==> config.mk <==
export PLATFORM = sky130hd
export DESIGN_NAME = program_loader
export DESIGN_NICKNAME = d
export VERILOG_FILES = /design/src/rtl/program_loader.sv
export SDC_FILE = /design/constraint.sdc
export NUM_CORES = 1
export LEC_CHECK = 0
export ABC_AREA = 1
export CORE_ASPECT_RATIO = 0.75
export CORE_MARGIN = 10
export CORE_UTILIZATION = 53
export CTS_CLUSTER_SIZE = 20
export DETAILED_ROUTE_END_ITERATION = 6
export GPL_TIMING_DRIVEN = 0
export PLACE_DENSITY = 0.78
export SETUP_SLACK_MARGIN = 0.2
export SYNTH_ARGS = -nofsm -noshare
export SYNTH_HDL_FRONTEND = slang
export SYNTH_SLANG_ARGS = --single-unit
==> constraint.sdc <==
create_clock -name clk -period 1.7 [get_ports clk]
set_input_delay 0.425 -clock clk [delete_from_list [all_inputs] [get_ports clk]]
set_output_delay 0.425 -clock clk [all_outputs]
set_load 0.005 [all_outputs]
==> src/rtl/program_loader.sv <==
// program_loader: boots the CPU by streaming a big-endian word image into its memory.
// Define LOADER_CHECKSUM_EN to require a trailing XOR checksum byte.
module program_loader #(
  parameter int MEMORY_SIZE = 32,
  parameter int ADDR_W = $clog2(MEMORY_SIZE)
) (
  input  logic              clk,
  input  logic              rst,
  input  logic              in_valid,
  input  logic [7:0]        in_data,
  output logic              in_ready,
  output logic              mem_we,
  output logic [ADDR_W-1:0] mem_addr,
  output logic [15:0]       mem_wdata,
  output logic              cpu_rst,
  output logic              load_done,
  output logic              load_error
);

  typedef enum logic [2:0] {
    CNT_HI,
    CNT_LO,
    DATA_HI,
    DATA_LO,
    CHECK,
    DONE,
    ERROR
  } state_e;

  localparam logic [15:0] MEM_N = 16'(MEMORY_SIZE);

  state_e          state_q;
  logic [15:0]     cnt_q;
  logic [7:0]      hi_q;
  logic [ADDR_W:0] idx_q;
`ifdef LOADER_CHECKSUM_EN
  logic [7:0]      csum_q;
`endif

  logic [15:0]     cnt_d;
  logic [ADDR_W:0] idx_d;
  logic            last;
  logic            bad_cnt;
  logic            take;

  assign cnt_d   = {cnt_q[15:8], in_data};
  assign idx_d   = idx_q + (ADDR_W+1)'(1);
  assign last    = (16'(idx_d) == cnt_q);
  assign bad_cnt = (cnt_d == 16'd0) || (cnt_d > MEM_N);
  assign take    = in_valid && in_ready;

  // Outputs are registered alongside the state, so they change with it.
  always_ff @(posedge clk or negedge rst) begin
    if (!rst) begin
      state_q    <= CNT_HI;
      cnt_q      <= '0;
      hi_q       <= '0;
      idx_q      <= '0;
      in_ready   <= 1'b1;
      mem_we     <= 1'b0;
      mem_addr   <= '0;
      mem_wdata  <= '0;
      cpu_rst    <= 1'b1;
      load_done  <= 1'b0;
      load_error <= 1'b0;
`ifdef LOADER_CHECKSUM_EN
      csum_q     <= '0;
`endif
    end else begin
      mem_we <= 1'b0;
      if (take) begin
        case (state_q)
          CNT_HI: begin
            cnt_q[15:8] <= in_data;
            state_q     <= CNT_LO;
          end
          CNT_LO: begin
            if (bad_cnt) begin
              state_q    <= ERROR;
              in_ready   <= 1'b0;
              load_error <= 1'b1;
            end else begin
              cnt_q   <= cnt_d;
              idx_q   <= '0;
              state_q <= DATA_HI;
`ifdef LOADER_CHECKSUM_EN
              csum_q  <= '0;
`endif
            end
          end
          DATA_HI: begin
            hi_q    <= in_data;
            state_q <= DATA_LO;
`ifdef LOADER_CHECKSUM_EN
            csum_q  <= csum_q ^ in_data;
`endif
          end
          DATA_LO: begin
            mem_we    <= 1'b1;
            mem_addr  <= idx_q[ADDR_W-1:0];
            mem_wdata <= {hi_q, in_data};
            idx_q     <= idx_d;
`ifdef LOADER_CHECKSUM_EN
            csum_q    <= csum_q ^ in_data;
            state_q   <= last ? CHECK : DATA_HI;
`else
            if (last) begin
              state_q   <= DONE;
              in_ready  <= 1'b0;
              cpu_rst   <= 1'b0;
              load_done <= 1'b1;
            end else begin
              state_q <= DATA_HI;
            end
`endif
          end
`ifdef LOADER_CHECKSUM_EN
          CHECK: begin
            in_ready <= 1'b0;
            if (in_data == csum_q) begin
              state_q   <= DONE;
              cpu_rst   <= 1'b0;
              load_done <= 1'b1;
            end else begin
              state_q    <= ERROR;
              load_error <= 1'b1;
            end
          end
`endif
          default: ;
        endcase
      end
    end
  end

endmodule

======== Word level (Yosys, flattened, before mapping) ========
Index checks and enable logic that the tools add are counted.
cells by class
  muxes and demuxes ....................... 11
  $add $sub $neg .......................... 1
  bitwise logic cells ..................... 2
  equal/unequal tests ..................... 7
  magnitude comparators ................... 1
  reductions and logical operators ........ 15
operators by type and width
  operator             count
  $eq 6x16->1          1
  $gt 16x6->1 const B  1
  $logic_not 16->1     1
  $pmux 8 s2           1
  $reduce_and 3->1     5
  $pmux 3 s4           1
  $pmux 6 s2           1
  $add 6x1->6 const B  1
  $eq 3x2->1 const B   2
  $mux 3               2
  $mux 6               1
  $ne 2x2->1 const B   3
  $reduce_and 2->1     3
  $mux 1               4
  $reduce_and 4->1     1
  $reduce_bool 4->1    1
  $eq 3x1->1 const B   1
  $logic_not 3->1      1
  $not 1->1            2
  $pmux 1 s2           1
  $reduce_bool 2->1    1
  $logic_and 1x1->1    1
  $logic_or 1x1->1     1
storage, ports and cells
  output and inout port bits .............. 26
  register bits after elaboration ......... 59
  input port bits ......................... 11
  word-level logic and storage cells ...... 49

======== Logic depth before layout (Yosys ltp) ========
  word-level depth ........................ 4
  mapped depth ............................ 12
  gate-level depth less buffers ........... 12

======== Worst setup path after synthesis ========
OpenSTA, ideal clock, no wires.
  path kind ............................... flip-flop to flip-flop
  start ................................... reg idx_q[0]
  end ..................................... reg state_q[1]
  arrival ................................. 1.410 ns
  path slack .............................. 0.166 ns
  path buffers ............................ 0
  setup time .............................. 0.123 ns
  cell stages (with the launch flop) ...... 11
  clock period less this slack ............ 1.534 ns
  cells stage by stage .................... dfrtp_1 ha_1 nor2_1 nor2_1 nand2_1 nor2_1 nand3_1 nor2_1 nand2_2 nor2_1 a21oi_1
on the way
  cells in the longest elaborated chain, start to end .. 4
ends and longest elaborated chain
  element                 RTL line  text
  from (decl)             35        logic [ADDR_W:0] idx_q;
  from (signal assigned)  102       idx_q <= idx_d;
  $add 6x1->6             47        assign idx_d = idx_q + (ADDR_W+1)'(1);
  $eq 6x16->1             48        assign last = (16'(idx_d) == cnt_q);
  $mux 3                  107       if (last) begin
  $pmux 3 s4              72        case (state_q)
  to (signal assigned)    75        state_q <= CNT_LO;
  to (signal assigned)    108       state_q <= DONE;
  to (signal assigned)    113       state_q <= DATA_HI;
  to (decl)               32        state_e state_q;
Every way passes these cells.
A chain may end at the register's enable or synchronous reset.

======== Final worst setup path ========
Ends and elaborated chain as after synthesis.

==> run_results.csv <==
group,metric,value,unit
outcome,outcome,"finished clean",
detailed_routing,postRouteAntennaNets,0,
power,p_switching,591,uW
global_routing,antenna_found_initial,0,
clock_network,cts.path.max_buffers,2,
synthesis,synth_async_sr_flop_share,100,%
sta,worst_slack,0.0896,ns
placed_design,post-place-ws,-0.375,ns
sta,fin_crit_sh,94.7,%
placed_design,hpwl,4130,um
worst_setup_path,reg2regPathDepth,10,
placed_design,place_area,2950,um^2
placed_design,place_inst,384,
detailed_routing,drc,0,
clock_network,hold_buffers,0,
placed_design,gp_congestion,0.813,
sta,rsz0062_at_grt,"true",
clock_network,htreeDepth,3,
synthesis,synth_top_area_cell,"dfrtp_1",
power,p_comb_share,3.7,%
power,ir_worst_vdd,0.663,mV
global_routing,grt_pass1_wl,10000,um
worst_setup_path,r2r-end,"state_q[1]",
synthesis,ys_types,24,
cells_and_area,diodes,0,
power,power.internal,2050,uW
detailed_routing,first_iter_violations,151,
worst_setup_path,cp-start-kind,"flop",
floorplanning,initial_core_util,55.3,%
floorplanning,io_pins,37,
worst_setup_path,setup.worst_path.class,"reg -> reg",
cells_and_area,instances_no_fill,418,
sta,fin_crit,1.61,ns
worst_setup_path,cp-end-kind,"flop",
sta,fmax,621,MHz
cells_and_area,fin_util,75.1,%
clock_network,numCtsBuffers,9,
cells_and_area,design_area,3370,um^2
detailed_routing,drtPass1Iterations,4,
floorplanning,dieWidth,99.1,um
power,leakagePower,0.00181,uW
floorplanning,core,4490,um^2
power,swShare,22.4,%
worst_hold_path,hold_class,"in -> async",
sta,hold_viol,0,
worst_setup_path,rrSetupSlack,0.09,ns
detailed_routing,vias,2180,
cells_and_area,drive_gt1_share,23.3,%
cells_and_area,synthToLayoutAreaGrowth,35.8,%
placed_design,port_buffers,36,
cells_and_area,final_nets,368,
synthesis,ys_seq_elements,59,
synthesis,synth_fp_nets,302,
synthesis,postSynthCellCount,290,
detailed_routing,wl_per_cell,15.4,um
synthesis,yosysMostFrequentCell,"nand2_1",
synthesis,yosysWarnings,0,
synthesis,syn_area,2480,um^2
synthesis,ys_top_cells_by_count,"nand2_1, dfrtp_1, o21ai_1, nor2_1, inv_1",
clock_network,cts-root-buf,"clkbuf_8",
sta,tightest_slew,0.626,ns
sta,setup_viol,0,
worst_setup_path,cp.arrival,1.84,ns
floorplanning,dieArea,7860,um^2
clock_network,clk_latency,0.34,ns
synthesis,synth_top_area_share,57.4,%
detailed_routing,viasPerCell,5.22,
detailed_routing,wl,6430,um
sta,fin_tns_setup,0,ns
clock_network,cts_tree,"built",
synthesis,synth_edf_count,0,
sta,slew_violations,0,
worst_setup_path,cp_max_fo,4,
floorplanning,dieHeight,79.3,um
synthesis,synth.area.top_cells,"dfrtp_1, nand2_1, o21ai_1",
power,cellPowerDensity,783,nW/um^2
sta,finalClockSkew,0.0104,ns
clock_network,numClockSinks,59,
synthesis,syn_avg_cell_area,8.57,um^2
floorplanning,num_rows,21,
power,pwr-share-seq,53.4,%
global_routing,grt-ovfl-total,0,
sta,slew-limit-headroom,58.3,%
global_routing,grt_pass1_vias,2035,
synthesis,synth-seq-area-share,59.5,%
global_routing,gr-usage-all-layers,15.8,%
global_routing,grt_max_degree,34,
worst_setup_path,r2r_start,"idx_q[0]",
power,clkPwrFrac,42.9,%
worst_setup_path,critPathRequiredTime,1.93,ns
synthesis,synth_top_flop_cell,"dfrtp_1",
clock_network,clk_pin_slew_worst_paths,0.07,ns
flow_run,cap_violations,0,
## placed cells by master (no fill, tap or decap), drive strengths merged, types with 3 or more instances in the layout
cell / n
a21oi: 3
buf: 26
clkbuf: 18
dfrtp: 57
dlygate4sd2: 24
dlymetal6s2s: 7
inv: 27
nand2: 107
nand3: 11
nand4: 5
nor2: 22
o21ai: 41
## critical path, stage by stage (launching register included)
cell and delay, ns:
dfrtp_2 0.44, ha_4 0.29, nor2_1 0.05, nor2_1 0.11, nand2_1 0.08, nor2_1 0.08, nand3_1 0.09, nor2_2 0.10
nand2_2 0.10, nor2_4 0.11, a21oi_1 0.05
## per-layer routing
metal  track usage (%)  routed length, um  up-vias
met2              23.2               3000       67
met4              7.29                110        0
met1              20.2               2880     1044
met3              6.14                443       12
li1                  -                  -     1057
met5                 0                  0        -
## stage by stage
step	total power (uW)	hold WS, ns
after floorplan	1450	0.129
after global routing	2730	0.146
after global placement	1510	0.433
after detailed placement	1520	0.439
final	2640	0.101
after CTS	2640	0.108
## what timing repair did
item | in CTS | in global routing
pin swaps | 1 | 10
resized for setup | 50 | 36
setup endpoints to repair | 83 | 59
buffers inserted | 6 | 11
gates cloned | 0 | 1
## worst max path at each step
stage,start,to,slack [ns],cells past startpoint
floorplan,idx_q[1],state_q[1],0.22,10
global placement,rst,idx_q[0],-1.84,1
detailed placement,in_valid,hi_q[5],-0.38,7
CTS,in_ready,in_ready,0.13,1
global route,idx_q[0],state_q[1],-0.06,10
finish,idx_q[0],state_q[1],0.09,10
## flip-flops by register name (all words and copies together) (netlist names)
register / flops
state_q: 3
cnt_q: 16
cpu_rst: 1
load_error: 1
hi_q: 8
idx_q: 6
load_done: 1
in_ready: 1
mem_we: 1
mem_wdata: 16
mem_addr: 5
## power groups by stage
stage          clock, uW  sequential [uW]  combinational (uW)
6_report            1130             1410                98.9
3_5_place_dp           0             1430                84.6
5_1_grt             1210             1410                 110
3_3_place_gp           0             1430                79.0
4_1_cts             1140             1410                89.1
2_1_floorplan          0             1430                16.1
## logic make-up after synthesis
kind of cell,synth area share [%]
and+or+nand+nor,24.5
DFF,59.5
AOI/OAI and AO/OA,9.77
buffers and inverters,5.69
adders and majority gates,0.503
## final cells by class
type	count	area [um^2]
Fill cell	323	1120
Sequential cell	59	1480
Timing Repair Buffer	55	509
Buffer	8	76.3
Tap cell	57	71.3
Multi-Input combinational cell	196	958
Inverter	27	104
Clock buffer	14	163
Clock inverter	2	10.0
No activity file was read; power rests on OpenSTA's default activity.
